===== config.mk =====
export PLATFORM = sky130hd
export DESIGN_NAME = uart_cmd_ctrl
export DESIGN_NICKNAME = d
export VERILOG_FILES = /design/src/rtl/uart_cmd_ctrl.sv
export SDC_FILE = /design/constraint.sdc
export NUM_CORES = 1
export LEC_CHECK = 0
export BUFFER_PORTS_ARGS = -buffer_cell sky130_fd_sc_hd__buf_2
export CAP_MARGIN = 10
export CORE_MARGIN = 10
export CORE_UTILIZATION = 52
export DETAILED_ROUTE_END_ITERATION = 7
export PLACE_DENSITY = 0.74
export SLEW_MARGIN = 15
export SYNTH_ARGS = -nofsm -noshare
export SYNTH_HDL_FRONTEND = slang
export SYNTH_SLANG_ARGS = --single-unit

===== constraint.sdc =====
create_clock -name clk -period 2 [get_ports clk]
set_input_delay 0.2 -clock clk [delete_from_list [all_inputs] [get_ports clk]]
set_output_delay 0.2 -clock clk [all_outputs]
set_load 0.01 [all_outputs]

===== src/rtl/uart_cmd_ctrl.sv =====
// ---------------------------------------------------------------------------
// uart_cmd_ctrl
//
// Receives 8N1 serial frames on rx and turns ASCII command characters into
// the run level and the clear strobe for the downstream up-counter.
//
//   R / r : toggle run
//   S / s : stop (run <= 0)
//   C / c : stop and pulse clear on the same edge
//   other : no control change (byte is still reported)
//
// Ports
//   clk          in   system clock, rising edge
//   reset        in   asynchronous, active-high reset
//   rx           in   asynchronous serial input, idles high
//   o_run_on     out  run enable level to the counter
//   o_clr_on     out  one-cycle clear strobe to the counter
//   o_rx_data    out  last correctly framed byte
//   o_rx_valid   out  one-cycle strobe, o_rx_data is new
//   o_frame_err  out  one-cycle strobe, stop bit sampled low
//   o_dbg_state  out  current receiver state (0 IDLE, 1 START, 2 DATA, 3 STOP)
// ---------------------------------------------------------------------------
module uart_cmd_ctrl #(
    parameter int CLK_FREQ   = 100_000_000,
    parameter int BAUD       = 9600,
    parameter int OVERSAMPLE = 16
) (
    input  logic       clk,
    input  logic       reset,
    input  logic       rx,
    output logic       o_run_on,
    output logic       o_clr_on,
    output logic [7:0] o_rx_data,
    output logic       o_rx_valid,
    output logic       o_frame_err,
    output logic [1:0] o_dbg_state
);

    localparam int DIV    = CLK_FREQ / (BAUD * OVERSAMPLE);
    localparam int DIV_W  = (DIV > 1) ? $clog2(DIV) : 1;
    localparam int TICK_W = $clog2(OVERSAMPLE);

    localparam logic [DIV_W-1:0]  DIV_LAST  = DIV_W'(DIV - 1);
    localparam logic [TICK_W-1:0] TICK_HALF = TICK_W'(OVERSAMPLE / 2 - 1);
    localparam logic [TICK_W-1:0] TICK_LAST = TICK_W'(OVERSAMPLE - 1);

    typedef enum logic [1:0] {
        ST_IDLE  = 2'd0,
        ST_START = 2'd1,
        ST_DATA  = 2'd2,
        ST_STOP  = 2'd3
    } state_t;

    // -----------------------------------------------------------------------
    // Two-flop synchronizer; resets to the idle (high) line level so a reset
    // release never looks like a start bit.
    // -----------------------------------------------------------------------
    logic rx_meta_q;
    logic rx_sync_q;

    always_ff @(posedge clk or posedge reset) begin
        if (reset) begin
            rx_meta_q <= 1'b1;
            rx_sync_q <= 1'b1;
        end else begin
            rx_meta_q <= rx;
            rx_sync_q <= rx_meta_q;
        end
    end

    // -----------------------------------------------------------------------
    // Free-running oversample tick. It is never realigned to the start edge;
    // the resulting 1-tick detection jitter is absorbed by oversampling.
    // -----------------------------------------------------------------------
    logic [DIV_W-1:0] div_cnt_q;
    logic [DIV_W-1:0] div_cnt_d;
    logic             tick;

    assign tick = (div_cnt_q == DIV_LAST);

    always_comb begin
        div_cnt_d = div_cnt_q + 1'b1;
        if (tick) begin
            div_cnt_d = '0;
        end
    end

    always_ff @(posedge clk or posedge reset) begin
        if (reset) begin
            div_cnt_q <= '0;
        end else begin
            div_cnt_q <= div_cnt_d;
        end
    end

    // -----------------------------------------------------------------------
    // Receive FSM: state register
    // -----------------------------------------------------------------------
    state_t            state_q;
    state_t            state_d;
    logic [TICK_W-1:0] tick_cnt_q;
    logic [TICK_W-1:0] tick_cnt_d;
    logic [2:0]        bit_idx_q;
    logic [2:0]        bit_idx_d;
    logic [7:0]        shift_q;
    logic [7:0]        shift_d;

    always_ff @(posedge clk or posedge reset) begin
        if (reset) begin
            state_q    <= ST_IDLE;
            tick_cnt_q <= '0;
            bit_idx_q  <= '0;
            shift_q    <= '0;
        end else begin
            state_q    <= state_d;
            tick_cnt_q <= tick_cnt_d;
            bit_idx_q  <= bit_idx_d;
            shift_q    <= shift_d;
        end
    end

    // -----------------------------------------------------------------------
    // Receive FSM: next state
    // -----------------------------------------------------------------------
    always_comb begin
        state_d    = state_q;
        tick_cnt_d = tick_cnt_q;
        bit_idx_d  = bit_idx_q;
        shift_d    = shift_q;

        case (state_q)
            ST_IDLE: begin
                if (tick && !rx_sync_q) begin
                    state_d    = ST_START;
                    tick_cnt_d = '0;
                end
            end

            ST_START: begin
                if (tick) begin
                    if (tick_cnt_q == TICK_HALF) begin
                        // Mid start bit: a high line means the low was a glitch.
                        if (!rx_sync_q) begin
                            state_d    = ST_DATA;
                            tick_cnt_d = '0;
                            bit_idx_d  = '0;
                        end else begin
                            state_d = ST_IDLE;
                        end
                    end else begin
                        tick_cnt_d = tick_cnt_q + 1'b1;
                    end
                end
            end

            ST_DATA: begin
                if (tick) begin
                    if (tick_cnt_q == TICK_LAST) begin
                        tick_cnt_d = '0;
                        // LSB arrives first, so shift in from the top.
                        shift_d    = {rx_sync_q, shift_q[7:1]};
                        if (bit_idx_q == 3'd7) begin
                            state_d = ST_STOP;
                        end else begin
                            bit_idx_d = bit_idx_q + 1'b1;
                        end
                    end else begin
                        tick_cnt_d = tick_cnt_q + 1'b1;
                    end
                end
            end

            ST_STOP: begin
                if (tick) begin
                    if (tick_cnt_q == TICK_LAST) begin
                        // Back in IDLE at mid stop bit so a following start
                        // bit with no idle gap is still caught.
                        state_d    = ST_IDLE;
                        tick_cnt_d = '0;
                    end else begin
                        tick_cnt_d = tick_cnt_q + 1'b1;
                    end
                end
            end

            default: begin
                state_d = ST_IDLE;
            end
        endcase
    end

    // -----------------------------------------------------------------------
    // Receive FSM: outputs (registered strobes and data)
    // -----------------------------------------------------------------------
    logic       stop_sample;
    logic       rx_valid_q;
    logic       rx_valid_d;
    logic       frame_err_q;
    logic       frame_err_d;
    logic [7:0] rx_data_q;
    logic [7:0] rx_data_d;

    always_comb begin
        stop_sample = (state_q == ST_STOP) && tick && (tick_cnt_q == TICK_LAST);
        rx_valid_d  = stop_sample && rx_sync_q;
        frame_err_d = stop_sample && !rx_sync_q;
        rx_data_d   = rx_data_q;
        if (rx_valid_d) begin
            rx_data_d = shift_q;
        end
    end

    always_ff @(posedge clk or posedge reset) begin
        if (reset) begin
            rx_valid_q  <= 1'b0;
            frame_err_q <= 1'b0;
            rx_data_q   <= '0;
        end else begin
            rx_valid_q  <= rx_valid_d;
            frame_err_q <= frame_err_d;
            rx_data_q   <= rx_data_d;
        end
    end

    // -----------------------------------------------------------------------
    // Command decode. Acts one clock after the valid strobe. Clear always
    // forces run low on the same edge, so the counter never sees run and
    // clear together.
    // -----------------------------------------------------------------------
    logic run_q;
    logic run_d;
    logic clr_q;
    logic clr_d;

    always_comb begin
        run_d = run_q;
        clr_d = 1'b0;
        if (rx_valid_q) begin
            case (rx_data_q)
                8'h52, 8'h72: run_d = ~run_q;
                8'h53, 8'h73: run_d = 1'b0;
                8'h43, 8'h63: begin
                    run_d = 1'b0;
                    clr_d = 1'b1;
                end
                default: run_d = run_q;
            endcase
        end
    end

    always_ff @(posedge clk or posedge reset) begin
        if (reset) begin
            run_q <= 1'b0;
            clr_q <= 1'b0;
        end else begin
            run_q <= run_d;
            clr_q <= clr_d;
        end
    end

    assign o_run_on    = run_q;
    assign o_clr_on    = clr_q;
    assign o_rx_data   = rx_data_q;
    assign o_rx_valid  = rx_valid_q;
    assign o_frame_err = frame_err_q;
    assign o_dbg_state = state_q;

endmodule


Word level (Yosys, flattened, before mapping)

Cells that the tools add are included.

Bits in registers: 41
Word-level logic and storage cells: 87
Memories kept: 0
Bits in writable memories: 0
Latch bits: 0
Output and inout port bits: 14
Bits of input ports: 3
Memory bits (read-only): 0

Mux-type cells: 28
Bitwise gates (word level): 1
Multiply operators: 0
$lt $le $gt $ge: 0
Reduce and logical (&&, ||, !) cells: 18
Eq/ne operators: 25
$add $sub $neg: 3
Div/mod/pow operators: 0
Shift operators: 0

Operators with widths:

| cell                    | number |
|---|---|
| $eq A8 B7 Y1 const B    | 6 |
| $mux W4                 | 6 |
| $ne A2 B2 Y1 const B    | 10 |
| $mux W2                 | 9 |
| $mux W3                 | 6 |
| $pmux W4 S3             | 1 |
| $add A10 B1 Y10 const B | 1 |
| $eq A10 B10 Y1 const B  | 1 |
| $mux W10                | 1 |
| $pmux W2 S4             | 1 |
| $reduce_and A8 Y1       | 1 |
| $reduce_and A7 Y1       | 1 |
| $pmux W3 S2             | 1 |
| $reduce_or A2 Y1        | 3 |
| $logic_and A1 B1 Y1     | 5 |
| $add A4 B1 Y4 const B   | 1 |
| $eq A2 B2 Y1 const B    | 2 |
| $eq A4 B3 Y1 const B    | 1 |
| $eq A4 B4 Y1 const B    | 1 |
| $reduce_and A4 Y1       | 1 |
| $reduce_bool A2 Y1      | 2 |
| $reduce_or A4 Y1        | 1 |
| $add A3 B1 Y3 const B   | 1 |
| $eq A3 B3 Y1 const B    | 1 |
| other kinds (10)        | 11 |

Logic depth before layout (Yosys ltp)

Gate-level depths: netlist (run 1).

Depth in word-level cells: 5
Gate-level depth with buffers: 6
Mapped depth without buffers: 6

Worst setup path after synthesis (run 1)

Ideal clock, no wire load.

Kind: reg2reg
From: register div_cnt_q[4]
To: register shift_q[0]
Path slack: 0.149 ns
Required time: 1.875 ns
Buffers on the path: 1
Arrival time: 1.726 ns
Stages on the path, launching flop included: 6
Clock period less this slack: 1.851 ns
Library setup time: 0.125 ns
Path through: dfrtp_1 -> nor4b_4 -> nand4_4 -> or3_1 -> buf_6 -> mux2_4

Word-level cells in the longest chain between the ends: 2

RTL lines:

| item                               | RTL line | source |
|---|---|---|
| start: declaration                 | 75       | `logic [DIV_W-1:0] div_cnt_q;` |
| start signal: assignment           | 92       | `div_cnt_q <= div_cnt_d;` |
| $eq A10 B10 Y1                     | 79       | `assign tick = (div_cnt_q == DIV_LAST);` |
| $reduce_and A3 Y1 (no source line) | --       |  |
| end signal: assignment             | 118      | `shift_q <= shift_d;` |
| end: declaration                   | 105      | `logic [7:0] shift_q;` |

Every way passes these cells.
A chain may end at the register's enable or synchronous reset.

Worst setup path after layout (run 1)

From: register div_cnt_q[4]
To: register state_q[0], in the netlist o_dbg_state[0]

Word-level cells in the longest chain between the ends: 4
Elaborated cells on any way between the ends: 7
Those cells by class: 5 x eq/ne; 2 x reduce/logical

RTL lines:

| item                                 | RTL line | source |
|---|---|---|
| $eq A10 B10 Y1 *                     | 79       |  |
| $logic_and A1 B1 Y1                  | 133      | `if (tick && !rx_sync_q) begin` |
| $ne A2 B2 Y1 (no source line)        | --       |  |
| $reduce_and A8 Y1 (no source line) * | --       |  |
| end signal: assignment               | 115      | `state_q <= state_d;` |
| end: declaration                     | 99       | `state_t state_q;` |

Mark *: on every way between the ends. The rest lies on a longest branch, timed or not.

==> results_dict.tcl, run 1 <==
set metrics [dict create \
    post_synth_instance_area_um2 1920 \
    synth.largest_area_cell "dfrtp_1" \
    p_int_w 0.00124 \
    synth_ff_type "dfrtp_1" \
    cts.reportedPaths.clkPinSlew_ns 0.08 \
    p_total_w 0.00154 \
    ff2ff_setup_slack_ns 0.15 \
    clk_latency_ns 0.29 \
    initialDrtViolationCount 93 \
    synth_sequential_area_ratio 0.534 \
    worstSetupPathType "reg -> reg" \
    die_area_um2 6530 \
    crit_path_cell_trace "nor4b_4 > nand4_4 > buf_4 > or4_2 > nand2_1" \
    cts_tree "done" \
    maximum_number_of_pins_on_one_net_before_global_route_repair 42 \
    numClockSinks 41 \
    final_worst_path_cycle_share 0.926 \
    crit_path_max_fanout 8 \
    syn-mean-instance-area_um2 12.5 \
    drc_errors 0 \
    finalSetupViolations 0 \
    worst-slew-pin-transition_ns 0.508 \
    ant_nets 0 \
    grtUsageTotal 0.110 \
    wl_per_cell_um 15.0 \
    fmax_mhz 540 \
    report.final.hold_viol_count 0 \
    critPathSlowestCell "or4_2" \
    critPathMaxStageDelay_ns 0.63 \
    net-switching-power_w 0.000297 \
    min_path_type "in -> async" \
    clockPowerShare 0.444 \
    cts.repair_timing.setup_buffer_count 0 \
    fin_ws_ns 0.147 \
    fp.dieH_um 80.8 \
    worst_r2r_startpoint "div_cnt_q[4]" \
    setup.worst_path.end_class "flip-flop" \
    maxCapViolations 0 \
    first_pass_iters 4 \
    place_congestion 0.829 \
    synth.area.top_cells "dfrtp_1 (51%), mux2_4 (6.2%), mux2_2 (5.3%), ha_1 (3.3%), dfstp_2 (2.7%)" \
    ys_ff_latch 41 \
    rsz0062_at_grt "false" \
    global_route_wire_length_before_repair_um 5700 \
    drive_above_1_share 0.326 \
    worst-r2r-cell-count 5 \
    power.share.combinational 0.014 \
    power.switching_fraction 0.193 \
    finish.net_count 188 \
    final_hpwl_from_detailed_placement_um 2530 \
    dp_worst_setup_slack_ns 0.0439 \
    htree_levels 2 \
    synthesis.instances 154 \
    drt_wl_total_um 3440 \
    share_seq_of_total_power 0.542 \
    ioPinCount 17 \
    clk_path_buf_depth 2 \
    worstReg2RegEnd "o_dbg_state[0]" \
    die_x_um 80.8 \
    cp_num_cells 5 \
    area.growth.synth_to_final_pct 16.3 \
    path_delay_family "simple AND/OR/NAND/NOR gates" \
    viasPerCell 5.65 \
    placementRows 22 \
    timing_max_transition_violations_final 0 \
    detailroute.via_count 1294 \
    antenna_violations_before_repair 0 \
    synth_nets 162 \
    root_buffer "clkbuf_8" \
    critPathRequiredTime_ns 2.24 \
    start_kind "flip-flop" \
    grt_overflow_total 0 \
    fin_crit_ns 1.85 \
    antenna_diodes 0 \
    power_density_nw_per_um2 688 \
    synthesis.yosys.warnings 0 \
    via_count_of_the_first_global_routing_pass 1288 \
    tritoncts.num_buffers 5 \
    max-slew-margin-rel 0.662 \
    cp.arrival_ns 2.09 \
    fin_setup_tns_ns 0 \
    critical_path_origin "div_cnt_q[4]" \
    synth_top_area_frac 0.507 \
    crit_path_buffers_inverters 1 \
    peakVddDrop_v 0.000403 \
    leakagePower_nw 1.14 \
    synth-edff-count 0 \
    status "complete, no violations" \
    coreArea_um2 3610 \
    synth_cell_type_count 45 \
    asyncSetResetFlopFracSynth 1.00 \
    placement.io_buffers 16 \
    fin_skew_ns 0.0139 \
    initial_utilization 0.534 \
]
## power by group through the flow
stage	sequential, W	combinational (W)	clock, W
global route	0.000835	0.0000262	0.000724
CTS	0.000834	0.0000231	0.000703
finish	0.000835	0.0000219	0.000683
global placement	0.000851	0.0000210	0
floorplan	0.000850	0.0000137	0
detailed placement	0.000851	0.0000217	0
## worst reg2reg max path, delay by kind of cell, from the launching register on
kind | cells | cell delay, ns
AND/OR/NAND/NOR | 4 | 1.19
flip-flops | 1 | 0.44
buffers and inverters | 1 | 0.18
## per-stage QoR
step	area [um^2]	utilization	std cells	hold slack [ns]
after CTS	2230	0.618	229	0.0324
after global routing	2240	0.621	229	0.0748
after detailed placement	2100	0.582	220	0.308
final	2240	0.621	229	0.0175
after floorplan	1920	-	154	0.204
after global placement	2100	0.582	220	0.306
## kinds of logic after synthesis
kind of cell	after synthesis	share of synthesized area
AOI/OAI and AO/OA	19	0.0696
xor gates and xnor gates	8	0.0364
adders and majority gates	5	0.0325
buffers and inverters	11	0.0267
DFF	41	0.534
muxes	21	0.136
and+or+nand+nor	49	0.165
## flip-flops by register name, summed over array words and instances (netlist names), 3 cells and up, named ones only
signal and flops:
shift_q 8, div_cnt_q 10, o_rx_data 8, bit_idx_q 3, tick_cnt_q 4
## synth_stat cells (all sizes together), types with 3 or more instances
cell type  count
dfrtp         39
mux2          17
nor2          11
inv            7
nand2          7
o21ai          6
ha             5
xnor2          5
and3           4
mux2i          4
nand3          4
buf            3
nand2b         3
nor3b          3
nor4b          3
xor2           3
## routing by layer
metal  GRT usage  vias to the layer above  share of wire
met5           0                        -              0
met4      0.0415                        0          0.013
met3      0.0375                        6          0.063
met2       0.199                       32           0.50
met1       0.116                      652           0.42
li1            -                      604              -
## timing repair
action | in CTS | in global routing
setup endpoints to repair | 0 | 11
hold endpoints to repair | 1 | 0
resized for setup | 0 | 2
hold buffers | 1 | 0
## layout make-up
type / count / area, um^2
well taps: 48 / 60.1
inverters: 7 / 26.3
multi-input cells: 102 / 856
clock buffers: 6 / 82.6
flip-flops and latches: 41 / 1030
clock inverters: 2 / 37.5
repair buffers: 23 / 148
fillers: 279 / 1370
## cells in the final DEF, fill, tap and decap left out, types with 3 or more instances in the layout
master,synthesis,layout
mux2_2,9,9
mux2_4,8,8
xnor2_1,5,5
and3_1,3,3
buf_4,0,5
dfrtp_1,39,39
ha_1,5,5
inv_1,7,7
xor2_1,3,3
clkbuf_8,0,6
nand3_1,4,4
nand2_1,7,7
buf_2,2,16
nand2b_1,3,3
mux2i_1,4,4
nor2_1,11,11
o21ai_0,6,6
## worst max path at each step
stage / end / slack (ns)
final: o_dbg_state[0] / 0.15
after detailed placement: shift_q[0] / 0.04
after global placement: shift_q[5] / 0.07
after floorplan: shift_q[0] / 0.15
after global routing: bit_idx_q[0] / 0.01
after CTS: shift_q[0] / 0.03
(Power assumes the default switching activity.)
==> inputs of run 2 (changes only) <==
- CORE_UTILIZATION: 52 -> 55
- CTS_BUF_LIST: unset -> sky130_fd_sc_hd__clkbuf_4 sky130_fd_sc_hd__clkbuf_8
- PLACE_DENSITY: 0.74 -> 0.77
==> run 2 against run 1 <==
Against the previous run: die area shrank 4.1%; sequential cell count is the same; first-iteration DRC count shrank 16%; count of clock-buffer cells in the layout shrank 1; core utilization grew 2.7 points; final area shrank 2.7%; worst setup slack lost 0.023 ns; worst hold slack gained 0.35 ns; sequential share of layout area grew 1.3 points; via count shrank 3.1%; non-clock buffer count shrank 1; power shrank 11%; largest power group unchanged.
==> results_dict.tcl, run 2 (same netlist as run 1, synthesis figures left out) <==
set metrics [dict create \
    numClockSinks 41 \
    min_delay_path_depth 0 \
    cp.arrival_ns 2.16 \
    worst_hold_slack_ns 0.363 \
    initial_utilization 0.572 \
    share_seq_of_total_power 0.612 \
    ant_nets 0 \
    critPathRequiredTime_ns 2.28 \
    grtUsageTotal 0.120 \
    start_kind "flip-flop" \
    ioPinCount 17 \
    area.growth.synth_to_final_pct 13.1 \
    cts.reportedPaths.clkPinSlew_ns 0.11 \
    status "complete, no violations" \
    clk_latency_ns 0.34 \
    maxCapViolations 0 \
    antenna_violations_before_repair 0 \
    wl_per_cell_um 15.1 \
    globalRouteMet1Util 0.132 \
    net-switching-power_w 0.000270 \
    final_worst_path_cycle_share 0.938 \
    worstSetupPathType "reg -> reg" \
    max-slew-margin-rel 0.656 \
    root_buffer "clkbuf_4" \
    final_hpwl_from_detailed_placement_um 2440 \
    drc_errors 0 \
    power.share.combinational 0.017 \
    fin_crit_ns 1.88 \
    crit_path_max_fanout 8 \
    leakagePower_nw 1.11 \
    initialDrtViolationCount 78 \
    global_route.usage.met3 0.0518 \
    worst-slew-pin-transition_ns 0.513 \
    grt_overflow_total 0 \
    placement.io_buffers 16 \
    fin_skew_ns 0.00883 \
    first_pass_iters 4 \
    max_flop_register "div_cnt_q" \
    viasPerCell 5.57 \
    power.switching_fraction 0.198 \
    fin_ws_ns 0.124 \
    postLayoutCellArea_um2 2180 \
    die_area_um2 6260 \
    place_congestion 0.762 \
    crit_path_buffers_inverters 1 \
    htree_levels 2 \
    dpl.cell_count 216 \
    fp.dieH_um 79.2 \
    die_x_um 79.2 \
    dp_worst_setup_slack_ns 0.0207 \
    peakVddDrop_v 0.000293 \
    critPathSlowestCell "or4_2" \
    post_place_instance_area_um2 2080 \
    clk_path_buf_depth 2 \
    fmax_mhz 533 \
    crit_path_cell_trace "nor4b_4 > nand4_4 > buf_4 > or4_2 > nand2_1" \
    setup.worst_path.end_class "flip-flop" \
    post_layout_nonfiller_instances 225 \
    globalRoute.busiestLayer "met2" \
    fin_setup_tns_ns 0 \
    path_delay_family "simple AND/OR/NAND/NOR gates" \
    report.final.hold_viol_count 0 \
    rsz0062_at_grt "false" \
    placementRows 21 \
    detailroute.via_count 1254 \
    power_density_nw_per_um2 626 \
    final_cell_mix "dfrtp_1 (39), buf_2 (16), nor2_1 (11)" \
    largest_reg_flops 10 \
    coreArea_um2 3360 \
    cts.repair_timing.setup_buffer_count 0 \
    leading_cell_type_in_the_layout_fill_and_taps_excluded "dfrtp_1" \
    cts_tree "done" \
    min_path_type "reg -> reg" \
    via_count_of_the_first_global_routing_pass 1329 \
    p_int_w 0.00109 \
    timing_max_transition_violations_final 0 \
    tritoncts.num_buffers 5 \
    drt_wl_total_um 3390 \
    cp_num_cells 5 \
    worst-r2r-cell-count 5 \
    antenna_diodes 0 \
    finalSetupViolations 0 \
    clockPowerShare 0.371 \
    critPathMaxStageDelay_ns 0.63 \
    finish.net_count 187 \
    global_route_wire_length_before_repair_um 6020 \
    grt_use_met2 0.200 \
    drive_above_1_share 0.307 \
    maximum_number_of_pins_on_one_net_before_global_route_repair 42 \
]
[run 2: cell count changes in the layout (fill, tap and decap cells not counted)]
cell           change
dlygate4sd3_1      +1
nor4bb_1           +1
buf_4              -2
clkinvlp_4         -1
nor4bb_2           -1
clkinv_2           +1
clkbuf_4           +5
clkbuf_8           -6
[run 2: layer usage]
metal / vias up / wire length (um)
met4: 0 / 62
li1: 599 / -
met5: - / 0
met2: 30 / 1640
met1: 619 / 1450
met3: 6 / 240
[run 2: timing repair]
item                                   4_1_cts  5_1_grt
hold buffers                                 2        0
endpoints found under the hold margin       40        0
resized for setup                            0        1
setup endpoints to repair                    0        8
[run 2: power groups by stage]
stage	sequential (W)	clock, W	combinational [W]
6_report	0.000835	0.000505	0.0000231
5_1_grt	0.000835	0.000554	0.0000280
3_5_place_dp	0.000851	0	0.0000216
2_1_floorplan	0.000850	0	0.0000137
3_3_place_gp	0.000850	0	0.0000207
4_1_cts	0.000835	0.000520	0.0000247
[run 2: path summary, 6_finish.rpt]
path | from | to | slack (ns)
max | div_cnt_q[4] | o_dbg_state[0] | 0.12
min | rx_meta_q | rx_sync_q | 0.36
max reg2reg | div_cnt_q[4] | o_dbg_state[0] | 0.12
min reg2reg | rx_meta_q | rx_sync_q | 0.36
max in group asynchronous | reset | rx_sync_q | 1.12
min in group asynchronous | reset | o_clr_on | 0.51
[run 2: final cells by class]
| class | count | area, um^2 |
|---|---|---|
| Timing Repair Buffer | 22 | 143 |
| Clock inverter | 2 | 35.0 |
| Inverter | 7 | 26.3 |
| Tap cell | 46 | 57.6 |
| Multi-Input combinational cell | 102 | 850 |
| Sequential cell | 41 | 1030 |
| Fill cell | 266 | 1190 |
| Clock buffer | 5 | 37.5 |
[run 2: metrics by stage]
stage | total power (W) | utilization
2_1_floorplan | 0.000864 | -
6_report | 0.00136 | 0.647
5_1_grt | 0.00142 | 0.647
3_5_place_dp | 0.000872 | 0.618
4_1_cts | 0.00138 | 0.646
3_3_place_gp | 0.000871 | 0.618
==> inputs of run 3 (changes only) <==
--- a/config.mk
+++ b/config.mk
@@ -6,11 +6,11 @@
 export NUM_CORES = 1
 export LEC_CHECK = 0
-export BUFFER_PORTS_ARGS = -buffer_cell sky130_fd_sc_hd__buf_2
 export CAP_MARGIN = 10
 export CORE_MARGIN = 10
-export CORE_UTILIZATION = 55
+export CORE_UTILIZATION = 59
 export CTS_BUF_LIST = sky130_fd_sc_hd__clkbuf_4 sky130_fd_sc_hd__clkbuf_8
 export DETAILED_ROUTE_END_ITERATION = 7
-export PLACE_DENSITY = 0.77
+export DONT_BUFFER_PORTS = 1
+export PLACE_DENSITY = 0.78
 export SLEW_MARGIN = 15
 export SYNTH_ARGS = -nofsm -noshare
==> constraint.sdc (replaced) <==
create_clock -name clk -period 2 [get_ports clk]
set_input_delay 0.2 -clock clk [delete_from_list [all_inputs] [get_ports clk]]
set_output_delay 0.2 -clock clk [all_outputs]
set_load 0.02 [all_outputs]
==> run 3 against run 2 <==
Against the previous run: critical path depth unchanged; cell count shrank 6.2%; first-iteration DRC count increased by 50%; clock power up 6.5%.
==> results_dict.tcl, run 3 (same netlist as run 1, synthesis figures left out) <==
set metrics [dict create \
    critPathRequiredTime_ns 2.29 \
    final_worst_path_cycle_share 0.946 \
    leading_cell_type_in_the_layout_fill_and_taps_excluded "dfrtp_1" \
    cp.arrival_ns 2.18 \
    start_kind "flip-flop" \
    viasPerCell 5.76 \
    drt_wl_total_um 3300 \
    clk_latency_ns 0.35 \
    drc_errors 0 \
    critPathSlowestCell "or4_2" \
    global_route_wire_length_before_repair_um 6020 \
    worst_hold_slack_ns 0.367 \
    maxCapViolations 0 \
    rsz0062_at_grt "false" \
    placementRows 20 \
    clk_path_buf_depth 2 \
    dp_worst_setup_slack_ns 0.00812 \
    fp.dieH_um 77.1 \
    fin_ws_ns 0.109 \
    root_buffer "clkbuf_4" \
    antenna_diodes 0 \
    report.final.hold_viol_count 0 \
    leakagePower_nw 1.04 \
    peakVddDrop_v 0.000386 \
    final_cell_mix "dfrtp_1 (39), nor2_1 (11), mux2_2 (9)" \
    via_count_of_the_first_global_routing_pass 1232 \
    initialDrtViolationCount 117 \
    cts_tree "done" \
    area.growth.synth_to_final_pct 10.9 \
    power_density_nw_per_um2 653 \
    tritoncts.num_buffers 5 \
    place_congestion 0.831 \
    status "complete, no violations" \
    finish.net_count 174 \
    critPathMaxStageDelay_ns 0.64 \
    fin_skew_ns 0.0109 \
    first_pass_iters 4 \
    cts.reportedPaths.clkPinSlew_ns 0.12 \
    postLayoutCellArea_um2 2130 \
    drive_above_1_share 0.263 \
    die_area_um2 5950 \
    initial_utilization 0.625 \
    fmax_mhz 529 \
    htree_levels 2 \
    coreArea_um2 3080 \
    fin_crit_ns 1.89 \
    max_flop_register "div_cnt_q" \
    worstSetupPathType "reg -> reg" \
    post_place_instance_area_um2 2020 \
    min_path_type "reg -> reg" \
    max-slew-margin-rel 0.651 \
    setup.worst_path.end_class "flip-flop" \
    grt_overflow_total 0 \
    grtUsageTotal 0.119 \
    largest_reg_flops 10 \
    ioPinCount 17 \
    die_x_um 77.1 \
    fin_setup_tns_ns 0 \
    finalSetupViolations 0 \
    crit_path_max_fanout 8 \
    numClockSinks 41 \
    antenna_violations_before_repair 0 \
    placement.io_buffers 0 \
    detailroute.via_count 1215 \
    crit_path_cell_trace "nor4b_4 > nand4_4 > buf_4 > or4_2 > nand2_1" \
    timing_max_transition_violations_final 0 \
    worst-slew-pin-transition_ns 0.517 \
    final_hpwl_from_detailed_placement_um 2460 \
    ant_nets 0 \
    wl_per_cell_um 15.6 \
    maximum_number_of_pins_on_one_net_before_global_route_repair 42 \
]
run 3: changes by cell type in the layout (fill, tap and decap cells not counted), sizes merged:
cell and delta:
buf -13, clkinvlp +1
run 3: power by group:
part	internal (W)	switching [W]
Clock	0.000265	0.000273
Sequential	0.000833	0.00000233
Combinational	0.00000479	0.0000168
Total	0.00110	0.000292
run 3: metal layers:
metal,GRT usage,wire [um],vias up
met4,0.0328,25,0
met5,0,0,-
met3,0.0466,222,3
met1,0.148,1490,600
met2,0.188,1560,31
li1,-,-,581
run 3: cell type report:
type	instances	area, um^2
clock buffers	5	37.5
clock inverters	3	46.3
fillers	237	943
inverters	7	26.3
multi-input cells	102	856
flip-flops and latches	41	1030
well taps	44	55.1
repair buffers	9	85.1
run 3: through the flow:
step / total power [W] / std cells / util
global route: 0.00145 / 211 / 0.693
CTS: 0.00141 / 211 / 0.691
finish: 0.00139 / 211 / 0.693
detailed placement: 0.000871 / 201 / 0.656
floorplan: 0.000864 / 154 / -
global placement: 0.000869 / 201 / 0.656
run 3: timing repair:
item                                    4_1_cts  5_1_grt
hold buffers                                  2        0
pin swaps                                     0        1
endpoints found under the setup margin        8        4
endpoints found under the hold margin        40        0
gates cloned                                  0        0
setup buffers                                 0        0
resized for setup                             1        1
run 3: critical path: cells and delay by family (launching register included):
kind	cells	cell delay [ns]
flip-flops	1	0.46
buffers and inverters	1	0.18
AND/OR/NAND/NOR	4	1.19
run 3: worst paths after layout:
path	slack, ns	from	cells past startpoint	end
max	0.11	div_cnt_q[4]	5	o_dbg_state[0]
min	0.37	rx_meta_q	0	rx_sync_q
max reg2reg	0.11	div_cnt_q[4]	5	o_dbg_state[0]
min reg2reg	0.37	rx_meta_q	0	rx_sync_q
max in group asynchronous	1.24	reset	3	rx_sync_q
min in group asynchronous	0.40	reset	3	shift_q[7]
